--- config.mk ---
export PLATFORM = sky130hd
export DESIGN_NAME = alt_vipvfr130_common_stream_packetizer
export DESIGN_NICKNAME = d
export VERILOG_FILES = /design/src/rtl/alt_vipvfr130_common_stream_packetizer.sv
export SDC_FILE = /design/constraint.sdc
export NUM_CORES = 1
export LEC_CHECK = 0
export CORE_ASPECT_RATIO = 0.6
export CORE_MARGIN = 2
export CORE_UTILIZATION = 52
export DETAILED_ROUTE_END_ITERATION = 8
export PLACE_DENSITY = 0.88
export SYNTH_ARGS = -nofsm -noshare
export SYNTH_HDL_FRONTEND = slang
export SYNTH_SLANG_ARGS = --single-unit
--- constraint.sdc ---
create_clock -name clock -period 3.45 [get_ports clock]
set_input_delay 0.5175 -clock clock [delete_from_list [all_inputs] [get_ports clock]]
set_output_delay 0.5175 -clock clock [all_outputs]
set_load 0.01 [all_outputs]
--- src/rtl/alt_vipvfr130_common_stream_packetizer.sv ---
// alt_vipvfr130_common_stream_packetizer
// Turns the unpacker's pixel beats into Avalon-ST Video: an optional control
// packet, then one SOP/EOP-framed data packet per frame. Pixels are counted
// against the dimensions latched at frame start. At frame end the unpacker is
// told to discard the padding left in its last memory word.
// Optional feature: define VFR_CTRL_PKT_EN to emit a 4-beat control packet
// before every data packet (SYMBOLS must then be 3).
module alt_vipvfr130_common_stream_packetizer #(
  parameter int BPS     = 8,
  parameter int SYMBOLS = 3
) (
  input  logic                     clock,
  input  logic                     reset,
  input  logic                     frame_start,
  input  logic [15:0]              frame_width,
  input  logic [15:0]              frame_height,
  input  logic [3:0]               frame_interlace,
  output logic                     busy,
  output logic                     frame_done,
  input  logic [BPS*SYMBOLS-1:0]   pix_data,
  input  logic                     pix_write,
  output logic                     pix_stall,
  output logic                     unpack_clear,
  output logic [BPS*SYMBOLS-1:0]   dout_data,
  output logic                     dout_valid,
  output logic                     dout_sop,
  output logic                     dout_eop,
  input  logic                     dout_ready
);

  localparam int DATA_WIDTH = BPS * SYMBOLS;

  localparam logic [2:0] ST_IDLE      = 3'd0;
  localparam logic [2:0] ST_CTRL_HDR  = 3'd1;
  localparam logic [2:0] ST_CTRL_BODY = 3'd2;
  localparam logic [2:0] ST_DATA_HDR  = 3'd3;
  localparam logic [2:0] ST_DATA      = 3'd4;
  localparam logic [2:0] ST_FLUSH     = 3'd5;

  logic [2:0]            state_r;
  logic [15:0]           width_r;
  logic [15:0]           height_r;
  logic [15:0]           x_r;
  logic [15:0]           y_r;
  logic                  busy_r;
  logic                  frame_done_r;
  logic                  unpack_clear_r;
  logic [DATA_WIDTH-1:0] dout_data_r;
  logic                  dout_valid_r;
  logic                  dout_sop_r;
  logic                  dout_eop_r;

  logic                  load_ok_s;
  logic                  pix_accept_s;
  logic                  x_last_s;
  logic                  frame_last_s;

`ifdef VFR_CTRL_PKT_EN
  logic [3:0]            interlace_r;
  logic [1:0]            beat_r;

  // Pack three nibbles into the low bits of symbols 0..2, everything else zero.
  function automatic logic [DATA_WIDTH-1:0] ctrl_beat(input logic [3:0] n0,
                                                      input logic [3:0] n1,
                                                      input logic [3:0] n2);
    logic [DATA_WIDTH-1:0] b;
    b = {DATA_WIDTH{1'b0}};
    b[3:0]         = n0;
    b[BPS +: 4]    = n1;
    b[2*BPS +: 4]  = n2;
    return b;
  endfunction
`else
  logic                  unused_interlace_s;
  assign unused_interlace_s = ^frame_interlace;
`endif

  // The single output stage may take a new beat when empty or draining.
  always_comb begin
    load_ok_s    = ~dout_valid_r | dout_ready;
    pix_accept_s = (state_r == ST_DATA) & pix_write & load_ok_s;
    x_last_s     = (x_r == width_r - 16'd1);
    frame_last_s = x_last_s & (y_r == height_r - 16'd1);
  end

  // Frame sequencing, pixel counting and the output register.
  always_ff @(posedge clock) begin
    if (reset) begin
      state_r        <= ST_IDLE;
      width_r        <= 16'd0;
      height_r       <= 16'd0;
      x_r            <= 16'd0;
      y_r            <= 16'd0;
      busy_r         <= 1'b0;
      frame_done_r   <= 1'b0;
      unpack_clear_r <= 1'b0;
      dout_data_r    <= {DATA_WIDTH{1'b0}};
      dout_valid_r   <= 1'b0;
      dout_sop_r     <= 1'b0;
      dout_eop_r     <= 1'b0;
`ifdef VFR_CTRL_PKT_EN
      interlace_r    <= 4'd0;
      beat_r         <= 2'd0;
`endif
    end else begin
      frame_done_r   <= 1'b0;
      unpack_clear_r <= 1'b0;
      // A transferred beat empties the stage unless a state below refills it.
      if (load_ok_s) begin
        dout_valid_r <= 1'b0;
        dout_sop_r   <= 1'b0;
        dout_eop_r   <= 1'b0;
      end
      case (state_r)
        ST_IDLE: begin
          if (frame_start) begin
            if ((frame_width != 16'd0) && (frame_height != 16'd0)) begin
              width_r  <= frame_width;
              height_r <= frame_height;
              x_r      <= 16'd0;
              y_r      <= 16'd0;
              busy_r   <= 1'b1;
`ifdef VFR_CTRL_PKT_EN
              interlace_r <= frame_interlace;
              state_r     <= ST_CTRL_HDR;
`else
              state_r     <= ST_DATA_HDR;
`endif
            end else begin
              // Empty frame: nothing to stream, just acknowledge.
              frame_done_r <= 1'b1;
            end
          end
        end
`ifdef VFR_CTRL_PKT_EN
        ST_CTRL_HDR: begin
          if (load_ok_s) begin
            dout_data_r  <= ctrl_beat(4'hF, 4'h0, 4'h0);
            dout_valid_r <= 1'b1;
            dout_sop_r   <= 1'b1;
            dout_eop_r   <= 1'b0;
            beat_r       <= 2'd0;
            state_r      <= ST_CTRL_BODY;
          end
        end
        ST_CTRL_BODY: begin
          if (load_ok_s) begin
            dout_valid_r <= 1'b1;
            dout_sop_r   <= 1'b0;
            beat_r       <= beat_r + 2'd1;
            case (beat_r)
              2'd0: begin
                dout_data_r <= ctrl_beat(width_r[15:12], width_r[11:8], width_r[7:4]);
                dout_eop_r  <= 1'b0;
              end
              2'd1: begin
                dout_data_r <= ctrl_beat(width_r[3:0], height_r[15:12], height_r[11:8]);
                dout_eop_r  <= 1'b0;
              end
              default: begin
                dout_data_r <= ctrl_beat(height_r[7:4], height_r[3:0], interlace_r);
                dout_eop_r  <= 1'b1;
                state_r     <= ST_DATA_HDR;
              end
            endcase
          end
        end
`endif
        ST_DATA_HDR: begin
          if (load_ok_s) begin
            dout_data_r  <= {DATA_WIDTH{1'b0}};
            dout_valid_r <= 1'b1;
            dout_sop_r   <= 1'b1;
            dout_eop_r   <= 1'b0;
            state_r      <= ST_DATA;
          end
        end
        ST_DATA: begin
          if (pix_accept_s) begin
            dout_data_r  <= pix_data;
            dout_valid_r <= 1'b1;
            dout_sop_r   <= 1'b0;
            dout_eop_r   <= frame_last_s;
            if (x_last_s) begin
              x_r <= 16'd0;
              y_r <= y_r + 16'd1;
            end else begin
              x_r <= x_r + 16'd1;
            end
            if (frame_last_s) begin
              state_r <= ST_FLUSH;
            end
          end
        end
        ST_FLUSH: begin
          // The EOP beat leaves the stage this cycle (or already has).
          if (load_ok_s) begin
            unpack_clear_r <= 1'b1;
            frame_done_r   <= 1'b1;
            busy_r         <= 1'b0;
            state_r        <= ST_IDLE;
          end
        end
        default: begin
          state_r <= ST_IDLE;
          busy_r  <= 1'b0;
        end
      endcase
    end
  end

  assign pix_stall    = ~((state_r == ST_DATA) & load_ok_s);
  assign busy         = busy_r;
  assign frame_done   = frame_done_r;
  assign unpack_clear = unpack_clear_r;
  assign dout_data    = dout_data_r;
  assign dout_valid   = dout_valid_r;
  assign dout_sop     = dout_sop_r;
  assign dout_eop     = dout_eop_r;

endmodule

# Word-level counts from Yosys, hierarchy flattened
# Index checks and enable logic that the tools add are counted.
# classes
addsub	4
n_mux	38
n_bitwise	9
n_reduce_logical	14
eq_ne	12
# ops
cell	count
16-bit two-way mux	6
16-bit one-hot mux with 2 select lines	2
24-bit two-way mux	2
24-bit one-hot mux with 2 select lines	1
16-bit by 1-bit adder with 16-bit output, second input constant	2
16-bit equality test	2
16-bit nonzero test	2
16-bit by 1-bit subtractor with 16-bit output, second input constant	2
3-bit two-way mux	6
1-bit two-way mux	15
2-bit != test, second input constant	7
3-bit one-hot mux with 4 select lines	1
1-bit one-hot mux with 2 select lines	4
4-bit AND reduction	2
3-bit equality test, second input constant	2
3-bit AND reduction	2
6-bit AND reduction	1
5-bit AND reduction	1
1-bit bitwise AND	4
1-bit inverter	4
2-bit nonzero test	2
2-bit OR reduction	2
3-bit by 2-bit equality test with 1-bit output, second input constant	1
3-bit logical NOT	1
3 further kinds	3
# word_totals
in_bits	65
ff_bits	97
out_inout_bits	31

# Depth between registers and ports, before layout
# Gate-level depths: netlist (run 1).
# depth
depth_word	6
ltp_mapped	11
mapped_depth_nobuf	9

# Least setup slack after synthesis (run 1)
# OpenSTA, ideal clock, no wires.
# synth_timing
kind	register -> register
from	register width_r[4]
to	register y_r[3]
arrival_time_ns	2.637
synth_period_minus_slack_ns	2.754
required_ns	3.334
slack_ns	0.696
n_path_buf	2
path_stages_with_launch	10
path_cell_list	dfxtp_1 -> clkbuf_2 -> or4_1 -> nor4_4 -> xnor2_1 -> or3_1 -> o31ai_1 -> buf_4 -> a21oi_1 -> a31o_2
# synth_via
elab_chain_len	4
# synth_lines
item	line	source
start, declared	41	logic [15:0] width_r;
start signal, assigned	118	width_r <= frame_width;
16-bit by 1-bit subtractor with 16-bit output	82	x_last_s = (x_r == width_r - 16'd1);
16-bit equality test	82	
2-bit != test (no line)	n/a	
5-bit AND reduction (no line)	n/a	
end signal, assigned	186	y_r <= y_r + 16'd1;
end, declared	44	logic [15:0] y_r;
# Every way passes these cells.
# A chain may end at the register's enable or synchronous reset.

# Worst setup path after layout (run 1)
# layout_timing
from	register width_r[3]
to	register y_r[8]
# The elaborated chain is that of the path after synthesis.

==> run metrics, run 1 <==
Final period util 0.909; Post-Synthesis Cells 601; Rel. slew slack 0.305; DP Worst Slack 347 ps; I/O pin cnt 96; Hold Crit Start dout_data[6]$_SDFFE_PP0P_; Via-to-Cell Ratio 5.92; via count 4811; syn_area_per_cell 8.30 um^2; row count 27; worst IR drop on VDD 0.286 mV; post-CTS sizing 0; top post-synthesis cells by count dfxtp_1 (97), nor2_1 (68), nand2_1 (60); Seq cells post-synth 97; number of routed nets with antenna violations 0; dpl hpwl 10200 um; grt met3 use 0.0623; 1st-iter DRT viols 453; Setup-failing EPs final 0; I/O Buffers 91; critical path class flop to flop; Final Power 0.00261 W; Layout Skew 9.90 ps; initial core utilization 0.539; Worst EP required 3730 ps; DR WL/cell 16.9 um; worst path arrival time 3410 ps; Clock Tree Root clkbuf_16; Syn. warnings 0; EDFF count, synth 0; worst setup margin 315 ps; R2R depth 8; Worst Hold Depth 2; TritonCTS Buffers 9; maximum clock path buffer count 2; Synth Cell Area 0.00499 mm^2; Die ar. 0.0104 mm^2; number of H-tree levels 3; Final Max Slew Viols 0; Slowest cell on crit path or4_1; syn nets 670; post-synthesis sequential area ratio 0.389; GRT Overall Usage 0.269; Skew-Pair Late Insertion Delay 350 ps; most common cell type on the critical path or4_1; Layout Cells excl Fill 813; Crit Path Max Fanout 14; crit path time final 3140 ps; area leader, netlist dfxtp_1; Placer Congestion 0.948; Core ar. 0.00926 mm^2; first-pass GRT wire length 21800 um; CP startpoint width_r[3]$_SDFFE_PP0P_; Largest stage delay, worst path 710 ps; initial antenna violation count 0; R2R Path Start width_r[3]$_SDFFE_PP0P_; drt first pass iters 5; pwr/cell area 416 mW/mm^2; vias in the first global route 4430; CTS tree yes; CP cell instances or4_1 > nor4_4 > xnor2_1 > or3_1 > o31a_1 > buf_4 > or4_1 > a21oi_1; RSZ-0062 raised after global routing false; WL final 13800 um; fraction of layout cells with a size suffix above 1 0.0600; Die Wd 130 um; outcome complete, no violations; largest cells by area after synthesis dfxtp_1 (39%), mux2i_1 (7.2%), nor2_1 (5.1%); Pleak 2.39 nW; nets 747; Die H 79.9 um; layout overhead on the synthesized area 25.8%; Yosys top cell area share 0.389; Hold Vio Cnt, Final 0; Post-synth top flop dfxtp_1; Worst Setup End Kind flop; Max-cap violations 0; Synth async-reset ratio 0; met2 GRT Util 0.426; Cells after DPL 797; GR Util met1 0.366; grt ovf 0; Max Fclk 0.319 GHz; worst slew pin tran 1040 ps; # Post-CTS Setup Buffers 0; worst hold-check path type flop to flop; count leader, synth dfxtp_1; Reg clk slew, reported paths 70 ps; busiest grt layer met2; Cell variety after synth 51; Setup TNS 0 ps; # clock sinks 97; cts hold-fix bufs 0; n_diodes 0; Fillers 699; largest net degree at the start of global routing 45; DR DRC count 0; Critical Path Start Type flop
per-stage QoR:
step	cell area, um^2	utilization	hold WS (ps)
after global placement	5990	0.647	439
after CTS	6270	0.678	460
after floorplan	4990	-	458
final	6270	0.678	458
after detailed placement	5990	0.647	450
after global routing	6270	0.678	476
registers in the layout, summed over array words and instances, names as in the netlist:
| signal | flops |
|---|---|
| height_r | 16 |
| dout_data | 24 |
| busy | 1 |
| y_r | 16 |
| state_r | 3 |
| width_r | 16 |
| dout_sop | 1 |
| x_r | 16 |
| dout_valid | 1 |
| dout_eop | 1 |
| unpack_clear | 1 |
| frame_done | 1 |
path summary, 6_finish.rpt:
| kind | to | slack [ps] |
|---|---|---|
| setup reg to reg | y_r[8]$_SDFFE_PP0P_ | 310 |
| hold reg to reg | dout_data[6]$_SDFFE_PP0P_ | 460 |
| hold / removal | dout_data[6]$_SDFFE_PP0P_ | 460 |
| setup / recovery | y_r[8]$_SDFFE_PP0P_ | 310 |
cells by family (layout without fill, tap and decap cells):
| family | Yosys count | after routing | synth area share |
|---|---|---|---|
| xor+xnor | 54 | 54 | 0.0976 |
| buf+inv | 42 | 124 | 0.0336 |
| mux | 39 | 39 | 0.0790 |
| simple gates | 274 | 274 | 0.282 |
| fa+ha+maj | 4 | 4 | 0.0100 |
| compound gates | 91 | 91 | 0.108 |
| flops | 97 | 97 | 0.389 |
power by group:
group / leakage [nW] / internal (W) / switching, W
Combinational: 1.46 / 0.000212 / 0.000217
Clock: 0.140 / 0.000504 / 0.000471
Sequential: 0.787 / 0.00115 / 0.0000513
area by class of cell:
class | count | area [um^2] | area share
inverter | 7 | 26.3 | 0.00419
clock buffer | 9 | 225 | 0.0359
multi-input combinational | 462 | 2880 | 0.458
sequential | 97 | 1940 | 0.309
tap | 130 | 163 | 0.0259
clock inverter | 7 | 61.3 | 0.00977
timing repair buffer | 101 | 981 | 0.156
cells in the final DEF, fill, tap and decap left out, types with 11 or more instances in the layout:
cell type        Yosys  final
nand4_1             11     11
nand3_1             40     40
nand2_1             60     60
clkdlybuf4s50_1      0     90
dfxtp_1             97     97
nor4_1              15     15
mux2i_1             36     36
xnor2_1             28     28
and3_1              11     11
xor2_1              25     25
nor2_1              68     68
o21ai_0             15     15
a21oi_1             47     47
layer usage:
| metal | part of all wire | vias up |
|---|---|---|
| met2 | 0.44 | 213 |
| li1 | - | 2279 |
| met5 | 0 | - |
| met4 | 0.012 | 0 |
| met3 | 0.081 | 21 |
| met1 | 0.47 | 2298 |
worst max-delay path: cells and delay by family, from the launching register on:
family | cells | cell delay, ps
AOI/OAI and AO/OA | 2 | 480
xor gates and xnor gates | 1 | 110
buffers and inverters | 1 | 190
DFF | 1 | 370
and+or+nand+nor | 4 | 1920
Power figures use the tool's default switching activity.
==> inputs of run 2 (changes only) <==
- CORE_UTILIZATION: 52 -> 45
- MAX_ROUTING_LAYER: unset -> met4
- PLACE_DENSITY: 0.88 -> 0.79
==> run metrics, run 2 (synthesis results as in run 1) <==
# Post-CTS Setup Buffers 0; post-CTS sizing 0; Cells after DPL 806; Fillers 928; worst hold-check path type flop to flop; via count 4707; # clock sinks 97; Pleak 2.39 nW; DR WL/cell 15.9 um; Worst Setup End Kind flop; initial core utilization 0.467; Largest register FFs 24; Logic pwr share 0.162; Hold Vio Cnt, Final 0; I/O pin cnt 96; worst IR drop on VDD 0.285 mV; Cell Int Power 0.00195 W; Layout Skew 5.15 ps; Die Wd 140 um; Net Sw Frac 0.268; pwr/cell area 421 mW/mm^2; first-pass GRT wire length 20900 um; Die H 85.5 um; number of H-tree levels 3; Core ar. 0.0107 mm^2; Worst EP required 3720 ps; CP cell instances or4_1 > nor3_1 > mux2_2 > o21ai_0 > o31a_1 > nand2b_1 > a21oi_1; fraction of layout cells with a size suffix above 1 0.0615; dpl hpwl 9840 um; Max-cap violations 0; Rel. slew slack 0.377; vias in the first global route 4215; Setup-failing EPs final 0; commonest non-fill, non-tap cells in the layout dfxtp_1 (97), clkdlybuf4s50_1 (90), nor2_1 (68); row count 29; Largest stage delay, worst path 720 ps; Slowest cell on crit path or4_1; worst slew pin tran 928 ps; CTS tree yes; critical path class flop to flop; Clock Tree Root clkbuf_16; maximum clock path buffer count 2; DR DRC count 0; Flop pwr share 0.452; worst path arrival time 3470 ps; layout overhead on the synthesized area 26.5%; crit path time final 3200 ps; grt ovf 0; Via-to-Cell Ratio 5.73; Critical Path Start Type flop; largest net degree at the start of global routing 42; Final period util 0.928; initial antenna violation count 0; TritonCTS Buffers 9; n_diodes 0; WL final 13100 um; Crit Path Max Fanout 16; Max Fclk 0.312 GHz; I/O Buffers 91; Setup TNS 0 ps; Layout Cells excl Fill 822; cts hold-fix bufs 0; nets 747; GRT Overall Usage 0.223; outcome complete, no violations; Final Max Slew Viols 0; Placer Congestion 0.897; drt first pass iters 5; RSZ-0062 raised after global routing false; Die ar. 0.0120 mm^2; 1st-iter DRT viols 278; clock network power share 0.386; Skew-Pair Late Insertion Delay 350 ps; number of routed nets with antenna violations 0; commonest non-fill, non-tap cell in the layout dfxtp_1; Reg clk slew, reported paths 70 ps; net switching power 0.000712 W
-- run 2: changes by cell type in the layout (fill, tap and decap cells not counted) --
cell and change:
clkinvlp_4 +2, inv_8 -2, nor3b_2 +1, inv_6 -1, clkinv_4 -1, bufinv_16 +1
nor3b_1 -1, clkbuf_8 +1
-- run 2: cell type report --
cell class              count  area [um^2]  area share
flip-flops and latches     97         1940       0.308
multi-input cells         462         2880       0.457
clock inverters             6         66.3      0.0105
well taps                 139          174      0.0276
repair buffers            101          981       0.155
inverters                   7         26.3     0.00416
clock buffers              10          239      0.0379
-- run 2: critical path, delay by kind of cell, from the launching register on --
kind / cells / cell delay, ps
AOI/OAI and AO/OA: 3 / 930
DFF: 1 / 370
muxes: 1 / 360
and+or+nand+nor: 3 / 1450
-- run 2: metal layers --
| layer | vias to the layer above | track usage | wire, um | part of all wire |
|---|---|---|---|---|
| li1 | 2275 | - | - | - |
| met4 | 0 | 0.0473 | 106 | 0.0081 |
| met1 | 2222 | 0.307 | 6310 | 0.48 |
| met2 | 198 | 0.339 | 5600 | 0.43 |
| met5 | - | - | 0 | 0 |
| met3 | 12 | 0.0519 | 1040 | 0.080 |
-- run 2: stage by stage --
step / power, W / worst slack (ps) / hold slack [ps] / util / cell area, um^2
3_5_place_dp: 0.00165 / 303 / 446 / 0.562 / 6000
5_1_grt: 0.00277 / 97.9 / 473 / 0.591 / 6310
4_1_cts: 0.00267 / 259 / 455 / 0.591 / 6300
3_3_place_gp: 0.00163 / 430 / 439 / 0.562 / 6000
2_1_floorplan: 0.00149 / 696 / 458 / - / 4990
6_report: 0.00266 / 249 / 455 / 0.591 / 6310
-- run 2: power by group through the flow --
stage               logic (W)  registers, W  clock network [W]
floorplan            0.000285       0.00121                  0
global placement     0.000407       0.00122                  0
detailed placement   0.000424       0.00123                  0
CTS                  0.000428       0.00120            0.00104
global route         0.000469       0.00121            0.00109
finish               0.000431       0.00120            0.00103
-- run 2: worst paths after layout --
path	from	endpoint	slack, ps	depth (start not counted)
worst max-delay path	width_r[3]$_SDFFE_PP0P_	x_r[1]$_SDFFE_PP0P_	250	7
worst min-delay path	dout_data[20]$_SDFFE_PP0P_	dout_data[20]$_SDFFE_PP0P_	450	2
worst max register to register	width_r[3]$_SDFFE_PP0P_	x_r[1]$_SDFFE_PP0P_	250	7
worst min register to register	dout_data[20]$_SDFFE_PP0P_	dout_data[20]$_SDFFE_PP0P_	450	2
